**config.mk**
```make
export PLATFORM = sky130hd
export DESIGN_NAME = uart_stream_bridge
export DESIGN_NICKNAME = d
export VERILOG_FILES = /design/src/rtl/uart_stream_bridge.sv
export SDC_FILE = /design/constraint.sdc
export NUM_CORES = 1
export LEC_CHECK = 0
export ABC_CLOCK_PERIOD_IN_PS = 8840
export CAP_MARGIN = 40
export CORE_ASPECT_RATIO = 1.1
export CORE_MARGIN = 2
export CORE_UTILIZATION = 50
export CTS_BUF_LIST = sky130_fd_sc_hd__clkbuf_2 sky130_fd_sc_hd__clkbuf_4 sky130_fd_sc_hd__clkbuf_8
export CTS_CLUSTER_SIZE = 8
export DETAILED_ROUTE_END_ITERATION = 10
export PLACE_DENSITY = 0.75
export REMOVE_ABC_BUFFERS = 1
export SLEW_MARGIN = 20
export SYNTH_ARGS = -nofsm -noshare
export SYNTH_HDL_FRONTEND = slang
export SYNTH_SLANG_ARGS = --single-unit
export TNS_END_PERCENT = 20
```
**constraint.sdc**
```tcl
create_clock -name clk_48_i -period 8.84 [get_ports clk_48_i]
set_clock_uncertainty 0.05 [all_clocks]
set_input_delay 2.652 -clock clk_48_i [delete_from_list [all_inputs] [get_ports clk_48_i]]
set_output_delay 2.652 -clock clk_48_i [all_outputs]
set_load 0.1 [all_outputs]
```
**src/rtl/uart_stream_bridge.sv**
```systemverilog
// Wishbone master bridging a TX byte stream into the UART CSR and the UART RX
// interrupt back out to a valid/ready byte stream.
module uart_stream_bridge #(
  parameter logic [31:0] ADR         = 32'h0FF,
  parameter int          TX_DEPTH    = 16,
  parameter int          BYTE_GAP    = 25000,
  parameter int          ACK_TIMEOUT = 255
) (
  input  logic                        clk_48_i,
  input  logic                        rst_n_i,
  input  logic [7:0]                  tx_data_i,
  input  logic                        tx_valid_i,
  output logic                        tx_ready_o,
  output logic [$clog2(TX_DEPTH):0]   tx_count_o,
  output logic [7:0]                  rx_data_o,
  output logic                        rx_valid_o,
  input  logic                        rx_ready_i,
  input  logic                        irq_rx_i,
  output logic [31:0]                 wbm_adr_o,
  output logic [31:0]                 wbm_dat_o,
  input  logic [31:0]                 wbm_dat_i,
  output logic                        wbm_we_o,
  output logic [3:0]                  wbm_sel_o,
  output logic                        wbm_stb_o,
  output logic                        wbm_cyc_o,
  input  logic                        wbm_ack_i,
  output logic                        timeout_o
);

  localparam int AW = $clog2(TX_DEPTH);
  localparam int GW = (BYTE_GAP > 0) ? $clog2(BYTE_GAP + 1) : 1;
  localparam int TW = (ACK_TIMEOUT > 1) ? $clog2(ACK_TIMEOUT + 1) : 1;

  typedef enum logic [1:0] {
    IDLE     = 2'd0,
    RD_WAIT  = 2'd1,
    WR_WAIT  = 2'd2,
    ACK_DROP = 2'd3
  } state_t;

  state_t        state_reg, state_next;

  logic [7:0]    fifo_mem [TX_DEPTH];
  logic [AW-1:0] wr_ptr_reg, rd_ptr_reg;
  logic [AW:0]   count_reg;
  logic          ready_reg;
  logic          push, pop;

  logic [GW-1:0] gap_reg, gap_next;
  logic [TW-1:0] tmo_reg, tmo_next;
  logic [7:0]    rx_data_reg, rx_data_next;
  logic          rx_valid_reg, rx_valid_next;
  logic [31:0]   adr_reg, adr_next;
  logic [31:0]   dat_reg, dat_next;
  logic          we_reg, we_next;
  logic [3:0]    sel_reg, sel_next;
  logic          stb_reg, stb_next;
  logic          timeout_reg, timeout_next;

  // Only the low byte of the CSR carries data.
  logic          unused_dat;
  assign unused_dat = ^wbm_dat_i[31:8];

  assign tx_ready_o = ready_reg && (count_reg != (AW+1)'(TX_DEPTH));
  assign push       = tx_valid_i && tx_ready_o;

  always_ff @(posedge clk_48_i) begin
    if (push) begin
      fifo_mem[wr_ptr_reg] <= tx_data_i;
    end
  end

  always_comb begin
    state_next    = state_reg;
    gap_next      = (gap_reg != '0) ? gap_reg - GW'(1) : gap_reg;
    tmo_next      = tmo_reg;
    rx_data_next  = rx_data_reg;
    rx_valid_next = rx_valid_reg && !rx_ready_i;
    adr_next      = adr_reg;
    dat_next      = dat_reg;
    we_next       = we_reg;
    sel_next      = sel_reg;
    stb_next      = stb_reg;
    timeout_next  = timeout_reg;
    pop           = 1'b0;

    case (state_reg)
      IDLE: begin
        if (irq_rx_i && !rx_valid_reg) begin
          adr_next   = ADR;
          we_next    = 1'b0;
          sel_next   = 4'b0001;
          stb_next   = 1'b1;
          tmo_next   = '0;
          state_next = RD_WAIT;
        end else if (count_reg != '0 && gap_reg == '0) begin
          adr_next   = ADR;
          we_next    = 1'b1;
          dat_next   = {24'b0, fifo_mem[rd_ptr_reg]};
          sel_next   = 4'b0001;
          stb_next   = 1'b1;
          tmo_next   = '0;
          state_next = WR_WAIT;
        end
      end

      RD_WAIT: begin
        if (wbm_ack_i) begin
          rx_data_next  = wbm_dat_i[7:0];
          rx_valid_next = 1'b1;
          stb_next      = 1'b0;
          sel_next      = 4'b0000;
          state_next    = ACK_DROP;
        end else if (tmo_reg == TW'(ACK_TIMEOUT - 1)) begin
          stb_next     = 1'b0;
          sel_next     = 4'b0000;
          timeout_next = 1'b1;
          state_next   = ACK_DROP;
        end else begin
          tmo_next = tmo_reg + TW'(1);
        end
      end

      WR_WAIT: begin
        // A timed-out byte is dropped just like an acked one so the stream never stalls.
        if (wbm_ack_i || tmo_reg == TW'(ACK_TIMEOUT - 1)) begin
          pop          = 1'b1;
          gap_next     = GW'(BYTE_GAP);
          stb_next     = 1'b0;
          sel_next     = 4'b0000;
          timeout_next = timeout_reg || !wbm_ack_i;
          state_next   = ACK_DROP;
        end else begin
          tmo_next = tmo_reg + TW'(1);
        end
      end

      ACK_DROP: begin
        if (!wbm_ack_i) begin
          state_next = IDLE;
        end
      end

      default: state_next = IDLE;
    endcase
  end

  always_ff @(posedge clk_48_i) begin
    if (!rst_n_i) begin
      state_reg    <= IDLE;
      wr_ptr_reg   <= '0;
      rd_ptr_reg   <= '0;
      count_reg    <= '0;
      ready_reg    <= 1'b0;
      gap_reg      <= '0;
      tmo_reg      <= '0;
      rx_data_reg  <= '0;
      rx_valid_reg <= 1'b0;
      adr_reg      <= '0;
      dat_reg      <= '0;
      we_reg       <= 1'b0;
      sel_reg      <= '0;
      stb_reg      <= 1'b0;
      timeout_reg  <= 1'b0;
    end else begin
      state_reg    <= state_next;
      ready_reg    <= 1'b1;
      gap_reg      <= gap_next;
      tmo_reg      <= tmo_next;
      rx_data_reg  <= rx_data_next;
      rx_valid_reg <= rx_valid_next;
      adr_reg      <= adr_next;
      dat_reg      <= dat_next;
      we_reg       <= we_next;
      sel_reg      <= sel_next;
      stb_reg      <= stb_next;
      timeout_reg  <= timeout_next;
      if (push) begin
        wr_ptr_reg <= wr_ptr_reg + AW'(1);
      end
      if (pop) begin
        rd_ptr_reg <= rd_ptr_reg + AW'(1);
      end
      if (push && !pop) begin
        count_reg <= count_reg + (AW+1)'(1);
      end else if (pop && !push) begin
        count_reg <= count_reg - (AW+1)'(1);
      end
    end
  end

  assign tx_count_o = count_reg;
  assign rx_data_o  = rx_data_reg;
  assign rx_valid_o = rx_valid_reg;
  assign wbm_adr_o  = adr_reg;
  assign wbm_dat_o  = dat_reg;
  assign wbm_we_o   = we_reg;
  assign wbm_sel_o  = sel_reg;
  assign wbm_stb_o  = stb_reg;
  assign wbm_cyc_o  = stb_reg;
  assign timeout_o  = timeout_reg;

endmodule

```
==> results.sh, run 1 <==
export IMPL_synthMuxAreaShare=0.1013
export IMPL_die_h_um=139.1
export IMPL_io_pins=133
export IMPL_initial_core_util=0.5091
export IMPL_critPathRequiredTime_ns=9.19
export IMPL_synth_cell_types=52
export IMPL_syn_avg_cell_area_um2=13.59
export IMPL_synthAdderAreaFrac=0.02803
export IMPL_min_to="rx_data_o[1]"
export IMPL_p_per_area_nw_per_um2=282.2
export IMPL_r2r_start="tmo_reg[2]"
export IMPL_critPathLaunchType="input pin"
export IMPL_setup_ws_ns=3.522
export IMPL_hold_path_class="register to register"
export IMPL_drc=0
export IMPL_fmax_mhz=188.0
export IMPL_endpoint_kind="register"
export IMPL_worst_r2r_setup_slack_ns=5.54
export IMPL_yosysWarnings=0
export IMPL_hold_viol_final=0
export IMPL_maxCapViolCount=0
export IMPL_htreeDepth=4
export IMPL_cpMaxStageDelayCell="clkdlybuf4s50_1"
export IMPL_cts_resized=0
export IMPL_postSynthCellCount=611
export IMPL_cp_num_cells=11
export IMPL_fin_crit_sh=0.6016
export IMPL_path_class="input pin to register"
export IMPL_drt_initial_drc_count=451
export IMPL_path_max_fanout=12
export IMPL_cp_arrival_ns=5.67
export IMPL_clock_latency_ns=0.46
export IMPL_largest_reg_flops=128
export IMPL_fp_row_count=49
export IMPL_fin_util=0.5986
export IMPL_synth_top_family_by_area="multiplexers"
export IMPL_first_pass_iters=9
export IMPL_gp_congestion=0.8445
export IMPL_max_stage_delay_ns=0.69
export IMPL_area_delta_synth_final_pct=17.59
export IMPL_critPathBufInv=2
export IMPL_worst_pin_slew_ns=0.8582
export IMPL_synthSimpleGateAreaFrac=0.08983
export IMPL_cp_cell_sequence="clkdlybuf4s50_1 > o21bai_1 > nand2_1 > ha_1 > inv_1 > ha_1 > a21o_1 > a21oi_1 > xnor2_1 > or3_1 > a21oi_1"
export IMPL_relSlewSlack=0.4258
export IMPL_cellLeakagePower_uw=0.003382
export IMPL_synth_compound_area_frac=0.07310
export IMPL_tns_ns=0
export IMPL_postCtsSetupBuffers=0
export IMPL_synth_edf_count=128
export IMPL_numPortBuffers=57
export IMPL_hpwl_um=11270
export IMPL_seqCellArea_um2=5046
export IMPL_grt_usage=0.1882
export IMPL_cpLargestDelayFamily="buffers and inverters"
export IMPL_ir_drop_v=0.0001585
export IMPL_reg2reg_to="tx_count_o[4]"
export IMPL_design_area_um2=9762
export IMPL_diodes=0
export IMPL_viasPerCell=5.519
export IMPL_holdPathStages=2
export IMPL_antenna_found_initial=0
export IMPL_drt_wirelength_per_cell_um=17.66
export IMPL_grt_max_degree=40
export IMPL_coreArea_um2=16310
export IMPL_hold_ws_ns=0.4218
export IMPL_synthArstFlopShare=0
export IMPL_die_width_um=126.9
export IMPL_drtAntennaViolNets=0
export IMPL_holdCritStartpoint="rx_data_o[1]"
export IMPL_synth_flop_cell="edfxtp_1"
export IMPL_rsz0062_at_grt="no"
export IMPL_ys_seq_area_frac=0.6077
export IMPL_clockRootBuffer="clkbuf_8"
export IMPL_dpl_worst_slack_ns=3.087
export IMPL_die_area_um2=17650
export IMPL_num_vias=5044
export IMPL_clock_path_buffers=2
export IMPL_slew_viol_final=0
export IMPL_grt_pass1_vias=5060
export IMPL_ctsHoldBuffers=0
export IMPL_drive_gt1_frac=0.1676
export IMPL_place_area_um2=9354
export IMPL_final_net_count=763
export IMPL_synth_seq_cells=188
export IMPL_period_minus_slack_ns=5.318
export IMPL_cts_buffers=17
export IMPL_outcome="completed"
export IMPL_fillers=1165
export IMPL_grt_pass1_wl_um=25730
export IMPL_synthesis_area_um2=8302
export IMPL_cts_tree="yes"
export IMPL_clock_sinks=188
export IMPL_path_clk_slew_ns=0.09
export IMPL_synth_xor_area_frac=0.02321
export IMPL_overflow=0
export IMPL_reg2regPathDepth=11
export IMPL_wl_um=16140
export IMPL_multiInputGateArea_um2=2810
export IMPL_setup_viol=0
-- synth_stat cells (3+ instances only) --
cell type	instances	share of area
o21ai_0	5	0.0030
a21oi_1	38	0.023
nor3_1	9	0.0054
nor2b_1	11	0.0083
dfxtp_1	60	0.14
buf_1	3	0.0014
nand4_1	4	0.0030
nand3_1	20	0.012
nor2_1	44	0.020
a31oi_1	4	0.0030
xnor2_1	13	0.014
ha_1	17	0.026
mux2i_1	12	0.014
a22o_1	8	0.0084
and4_1	3	0.0032
inv_1	17	0.0077
a311oi_1	4	0.0042
and3_1	4	0.0030
a32o_1	5	0.0060
clkbuf_1	16	0.0072
buf_2	6	0.0036
nand2_1	28	0.013
or3_1	3	0.0023
edfxtp_1	128	0.46
a211oi_1	10	0.0090
mux4_2	32	0.087
nand2b_1	5	0.0038
xor2_1	9	0.0095
buf_4	61	0.055
nor4_1	5	0.0038
-- report_power, final --
group | total (uW) | internal (uW) | switching [uW]
clock network | 544 | 251 | 293
registers | 1070 | 1000 | 68.6
logic | 1140 | 413 | 730
total | 2750 | 1660 | 1090
-- worst min-delay path, stage by stage, from the launching register on --
cell and delay [ns]:
dfxtp_1 0.31, nand2_1 0.05, a21oi_1 0.06
-- logic make-up after synthesis --
logic type | after synthesis
simple gates | 146
other cells | 1
fa+ha+maj | 18
flops | 188
compound gates | 88
xor+xnor | 22
mux | 44
buf+inv | 104
-- stage by stage --
step                power (uW)  std cells
finish                    2755        914
global placement          2060        843
CTS                       2766        910
global route              2878        914
detailed placement        2226        880
floorplan                 1889        574
-- cell type report --
| class | instances | area share |
|---|---|---|
| clock buffer | 17 | 0.02397 |
| clock inverter | 13 | 0.01474 |
| inverter | 17 | 0.006537 |
| multi-input combinational | 369 | 0.2879 |
| sequential | 188 | 0.5169 |
| tap | 204 | 0.02615 |
| timing repair buffer | 106 | 0.1238 |
-- worst max-delay path by stage --
stage / start / to / slack [ns]
floorplan: wbm_adr_o[6] / wbm_adr_o[0] / 0.70
global placement: wbm_ack_i / tx_count_o[4] / 3.15
detailed placement: wbm_ack_i / tx_count_o[4] / 3.09
CTS: wbm_ack_i / tx_count_o[4] / 3.57
global route: wbm_ack_i / tx_count_o[4] / 3.31
finish: wbm_ack_i / tx_count_o[4] / 3.52
-- placed cells by master (no fill, tap or decap), types with 3 or more instances in the layout --
cell type          n
nor2b_1           11
mux4_2            32
nand3_1           20
clkbuf_8          17
a22o_1             8
a32o_1             5
and4_1             3
dfxtp_1           59
and3_1             4
nand4_1            4
mux2i_1           12
a311oi_1           4
a211oi_1          10
buf_8             36
xnor2_1           13
a31oi_1            4
conb_1            51
or3_1              3
nor2_1            44
clkdlybuf4s50_1   57
nor4_1             5
xor2_1             9
nor3_1             9
nand2_1           28
inv_1             17
inv_6              3
o21ai_0            5
a21oi_1           38
buf_4             13
ha_1              17
clkinv_4           3
edfxtp_1         128
nand2b_1           5
-- layer usage --
layer  routed length [um]  global-route usage
met2                 8645              0.3379
met4                  235             0.05668
met3                  968             0.04861
met5                    0                   0
met1                 6294              0.2216
(Power assumes the default switching activity.)
==> inputs of run 2 (changes only) <==
Settings changed: ABC_CLOCK_PERIOD_IN_PS 8840 to 5600.
Clock period 8.84 ns to 5.6 ns, I/O delays scaled along.
==> results.sh, run 2 (synthesized netlist as in run 1, its figures left out) <==
export IMPL_grt_pass1_wl_um=26270
export IMPL_stdcell_count=920
export IMPL_place_area_um2=9354
export IMPL_cts_tree="yes"
export IMPL_dpl_worst_slack_ns=0.9881
export IMPL_grt_max_degree=40
export IMPL_coreArea_um2=16310
export IMPL_hold_path_class="register to register"
export IMPL_cellLeakagePower_uw=0.003411
export IMPL_cp_num_cells=11
export IMPL_grt_pass1_vias=5095
export IMPL_setup_ws_ns=1.439
export IMPL_viasPerCell=5.487
export IMPL_fmax_mhz=240.3
export IMPL_critPathLaunchType="input pin"
export IMPL_hold_viol_final=0
export IMPL_die_area_um2=17650
export IMPL_ir_drop_v=0.0002275
export IMPL_htreeDepth=4
export IMPL_relSlewSlack=0.4703
export IMPL_seqCellArea_um2=5046
export IMPL_fillers=1172
export IMPL_clock_path_buffers=2
export IMPL_cpLargestDelayFamily="compound AO/OA/AOI/OAI gates"
export IMPL_rsz0062_at_grt="no"
export IMPL_outcome="completed"
export IMPL_clockRootBuffer="clkbuf_8"
export IMPL_final_cell_mix="edfxtp_1, dfxtp_1, clkdlybuf4s50_1"
export IMPL_clock_latency_ns=0.47
export IMPL_critPathRequiredTime_ns=5.94
export IMPL_p_per_area_nw_per_um2=446.3
export IMPL_antenna_found_initial=0
export IMPL_numPortBuffers=57
export IMPL_path_max_fanout=12
export IMPL_clock_sinks=188
export IMPL_hpwl_um=11350
export IMPL_die_h_um=139.1
export IMPL_finalPower_uw=4375
export IMPL_num_vias=5048
export IMPL_grt_usage=0.1912
export IMPL_maxCapViolCount=0
export IMPL_io_pins=133
export IMPL_die_width_um=126.9
export IMPL_fin_crit_sh=0.7431
export IMPL_overflow=0
export IMPL_diodes=0
export IMPL_first_pass_iters=5
export IMPL_fp_row_count=49
export IMPL_drtAntennaViolNets=0
export IMPL_drive_gt1_frac=0.1760
export IMPL_critPathBufInv=2
export IMPL_cpMaxStageDelayCell="clkdlybuf4s50_1"
export IMPL_worst_r2r_setup_slack_ns=2.48
export IMPL_path_clk_slew_ns=0.09
export IMPL_reg2regPathDepth=12
export IMPL_final_net_count=767
export IMPL_max_stage_delay_ns=0.69
export IMPL_path_class="input pin to register"
export IMPL_cp_cell_sequence="clkdlybuf4s50_1 > o21bai_1 > nand2_1 > ha_1 > inv_1 > ha_1 > a21o_1 > a21oi_1 > xnor2_1 > or3_1 > a21oi_1"
export IMPL_cp_arrival_ns=4.50
export IMPL_gp_congestion=0.8440
export IMPL_cts_buffers=17
export IMPL_drc=0
export IMPL_cts_resized=0
export IMPL_largest_reg_flops=128
export IMPL_setup_viol=0
export IMPL_area_delta_synth_final_pct=18.09
export IMPL_wl_um=16240
export IMPL_endpoint_kind="register"
export IMPL_holdPathStages=2
export IMPL_drt_wirelength_per_cell_um=17.65
export IMPL_slew_viol_final=0
export IMPL_multiInputGateArea_um2=2810
export IMPL_postCtsSetupBuffers=0
export IMPL_dp_cells=880
export IMPL_initial_core_util=0.5091
export IMPL_ctsHoldBuffers=0
export IMPL_hold_ws_ns=0.4145
export IMPL_design_area_um2=9803
export IMPL_worst_pin_slew_ns=0.7879
export IMPL_final_common_cell="edfxtp_1"
export IMPL_period_minus_slack_ns=4.161
export IMPL_drt_initial_drc_count=497
## run 2: changes by cell type in the layout (fill, tap and decap cells not counted), sizes merged
cell	delta
buf	+4
inv	+3
bufinv	-1
## run 2: layout make-up
| type | instances | area share |
|---|---|---|
| flip-flops and latches | 188 | 0.5147 |
| clock inverters | 15 | 0.01583 |
| well taps | 204 | 0.02604 |
| repair buffers | 110 | 0.1264 |
| clock buffers | 17 | 0.02387 |
| multi-input cells | 369 | 0.2867 |
| inverters | 17 | 0.006509 |
## run 2: metrics by stage
step / util / setup TNS, ns
final: 0.6011 / 0
after detailed placement: 0.5736 / 0
after floorplan: - / -12.86
after global placement: 0.5404 / 0
after global routing: 0.6011 / 0
after CTS: 0.5974 / 0
## run 2: path summary, 6_finish.rpt
kind / from / end
setup / recovery: wbm_ack_i / tx_count_o[4]
setup reg to reg: tmo_reg[1] / tx_count_o[4]
hold / removal: rx_data_o[4] / rx_data_o[4]
hold reg to reg: rx_data_o[4] / rx_data_o[4]
## run 2: report_power, final
group          total [uW]  switching (uW)  internal, uW
Sequential           1690             114          1580
Combinational        1810            1160           655
Clock                 870             501           369
## run 2: per-layer routing
metal  vias to the layer above  global-route usage  share of wire
met2                       208              0.3347           0.53
met1                      2474              0.2339           0.41
met4                         0             0.06593          0.013
met5                         -                   0              0
li1                       2348                   -              -
met3                        18             0.04244          0.054
## run 2: worst min-delay path, cell delays in order, from the launching register on
cell     delay (ns)
dfxtp_1        0.32
nand2_1        0.05
a21oi_1        0.05
==> inputs of run 3 (changes only) <==
Settings changed: ABC_CLOCK_PERIOD_IN_PS 5600 to 3490, PLACE_DENSITY 0.75 to 0.78.
Clock period 5.6 ns to 3.49 ns, I/O delays scaled along.
==> results.sh, run 3 (synthesized netlist as in run 1, its figures left out) <==
export IMPL_io_pins=133
export IMPL_cts_tree="yes"
export IMPL_pwr_share_comb=0.380
export IMPL_clock_path_buffers=2
export IMPL_clock_sinks=188
export IMPL_clock_latency_ns=0.46
export IMPL_cpMaxStageDelayCell="clkdlybuf4s50_1"
export IMPL_path_class="input pin to register"
export IMPL_gp_congestion=0.8216
export IMPL_switchingPower_uw=2741
export IMPL_die_width_um=126.9
export IMPL_cellLeakagePower_uw=0.003287
export IMPL_viasPerCell=5.439
export IMPL_drt_initial_drc_count=403
export IMPL_intPower_uw=3930
export IMPL_final_cell_mix="edfxtp_1, buf_4, dfxtp_1"
export IMPL_fin_crit_sh=0.8812
export IMPL_final_common_cell="edfxtp_1"
export IMPL_grt_pass1_vias=4809
export IMPL_drtAntennaViolNets=0
export IMPL_crit_top_cell="a21oi_1"
export IMPL_drt_wirelength_per_cell_um=16.90
export IMPL_slew_viol_final=0
export IMPL_seqCellArea_um2=5046
export IMPL_ir_drop_v=0.0003592
export IMPL_cp_arrival_ns=3.40
export IMPL_hpwl_um=10630
export IMPL_final_net_count=743
export IMPL_drc=0
export IMPL_cp_cell_sequence="clkdlybuf4s50_1 > o21bai_1 > nand2_1 > ha_1 > inv_1 > fa_1 > a21o_1 > a21oi_1 > xnor2_1 > or3_1 > a21oi_1"
export IMPL_postCtsSetupBuffers=0
export IMPL_reg2regPathDepth=13
export IMPL_fp_row_count=49
export IMPL_critPathRequiredTime_ns=3.82
export IMPL_die_h_um=139.1
export IMPL_first_pass_iters=5
export IMPL_multiInputGateArea_um2=2810
export IMPL_max_stage_delay_ns=0.43
export IMPL_numPortBuffers=57
export IMPL_num_vias=4873
export IMPL_setup_viol=0
export IMPL_switching_share=0.4109
export IMPL_period_minus_slack_ns=3.075
export IMPL_grt_pass1_wl_um=24090
export IMPL_grt_max_degree=40
export IMPL_endpoint_kind="register"
export IMPL_drive_gt1_frac=0.2009
export IMPL_fillers=1223
export IMPL_rsz0062_at_grt="no"
export IMPL_initial_core_util=0.5091
export IMPL_die_area_um2=17650
export IMPL_fmax_mhz=325.2
export IMPL_clkPwrFrac=0.212
export IMPL_htreeDepth=4
export IMPL_hold_ws_ns=0.4155
export IMPL_path_clk_slew_ns=0.09
export IMPL_largest_reg_flops=128
export IMPL_overflow=0
export IMPL_worst_pin_slew_ns=0.8111
export IMPL_relSlewSlack=0.4585
export IMPL_worst_r2r_setup_slack_ns=0.67
export IMPL_ctsHoldBuffers=0
export IMPL_coreArea_um2=16310
export IMPL_hold_path_class="register to register"
export IMPL_finalPower_uw=6672
export IMPL_area_delta_synth_final_pct=11.95
export IMPL_critPathLaunchType="input pin"
export IMPL_cts_resized=0
export IMPL_antenna_found_initial=0
export IMPL_outcome="completed"
export IMPL_grt_usage=0.1748
export IMPL_holdPathStages=2
export IMPL_maxCapViolCount=0
export IMPL_p_seq_frac=0.408
export IMPL_clockRootBuffer="clkbuf_8"
export IMPL_path_max_fanout=3
export IMPL_wl_um=15140
export IMPL_cts_buffers=17
export IMPL_hold_viol_final=0
export IMPL_diodes=0
export IMPL_p_per_area_nw_per_um2=717.9
run 3: layout make-up:
| class | instances | area share |
|---|---|---|
| Multi-Input combinational cell | 369 | 0.3024 |
| Inverter | 17 | 0.006866 |
| Sequential cell | 188 | 0.5429 |
| Clock buffer | 19 | 0.02746 |
| Clock inverter | 13 | 0.01642 |
| Tap cell | 204 | 0.02746 |
| Timing Repair Buffer | 86 | 0.07647 |
run 3: worst max-delay path: cells and delay by family:
family / cells / cell delay, ns
AND/OR/NAND/NOR: 2 / 0.44
adder cells (fa/ha/maj): 2 / 0.61
AO/OA/AOI/OAI: 4 / 0.69
XOR/XNOR: 1 / 0.10
buffers and inverters: 2 / 0.51
run 3: stage by stage:
| step | area (um2) | setup TNS, ns | setup WS (ns) | util | cells |
|---|---|---|---|---|---|
| final | 9294 | 0 | 0.4147 | 0.5699 | 896 |
| after global placement | 8886 | 0 | 0.01600 | 0.5449 | 864 |
| after global routing | 9294 | 0 | 0.3082 | 0.5699 | 896 |
| after CTS | 9294 | 0 | 0.4440 | 0.5699 | 896 |
| after detailed placement | 8886 | -0.01853 | -0.01853 | 0.5449 | 864 |
| after floorplan | 7919 | -27.19 | -3.041 | - | 574 |
run 3: path summary, 6_finish.rpt:
kind,end,startpoint
max,tx_count_o[4],wbm_ack_i
min,rx_data_o[5],rx_data_o[5]
max reg2reg,tx_count_o[4],tmo_reg[0]
min reg2reg,rx_data_o[5],rx_data_o[5]
run 3: power groups by stage:
stage / clock (uW) / combinational (uW) / sequential, uW
floorplan: 0 / 1330 / 3430
global placement: 0 / 2450 / 2750
detailed placement: 0 / 2530 / 2770
CTS: 1450 / 2540 / 2720
global route: 1540 / 2700 / 2750
finish: 1420 / 2530 / 2720
run 3: per-layer routing:
| layer | wire length [um] | track usage | part of all wire | vias up |
|---|---|---|---|---|
| met3 | 831 | 0.03588 | 0.055 | 18 |
| met4 | 244 | 0.05899 | 0.016 | 0 |
| met2 | 7838 | 0.3152 | 0.52 | 192 |
| li1 | - | - | - | 2297 |
| met1 | 6223 | 0.2078 | 0.41 | 2366 |
| met5 | 0 | 0 | 0 | - |
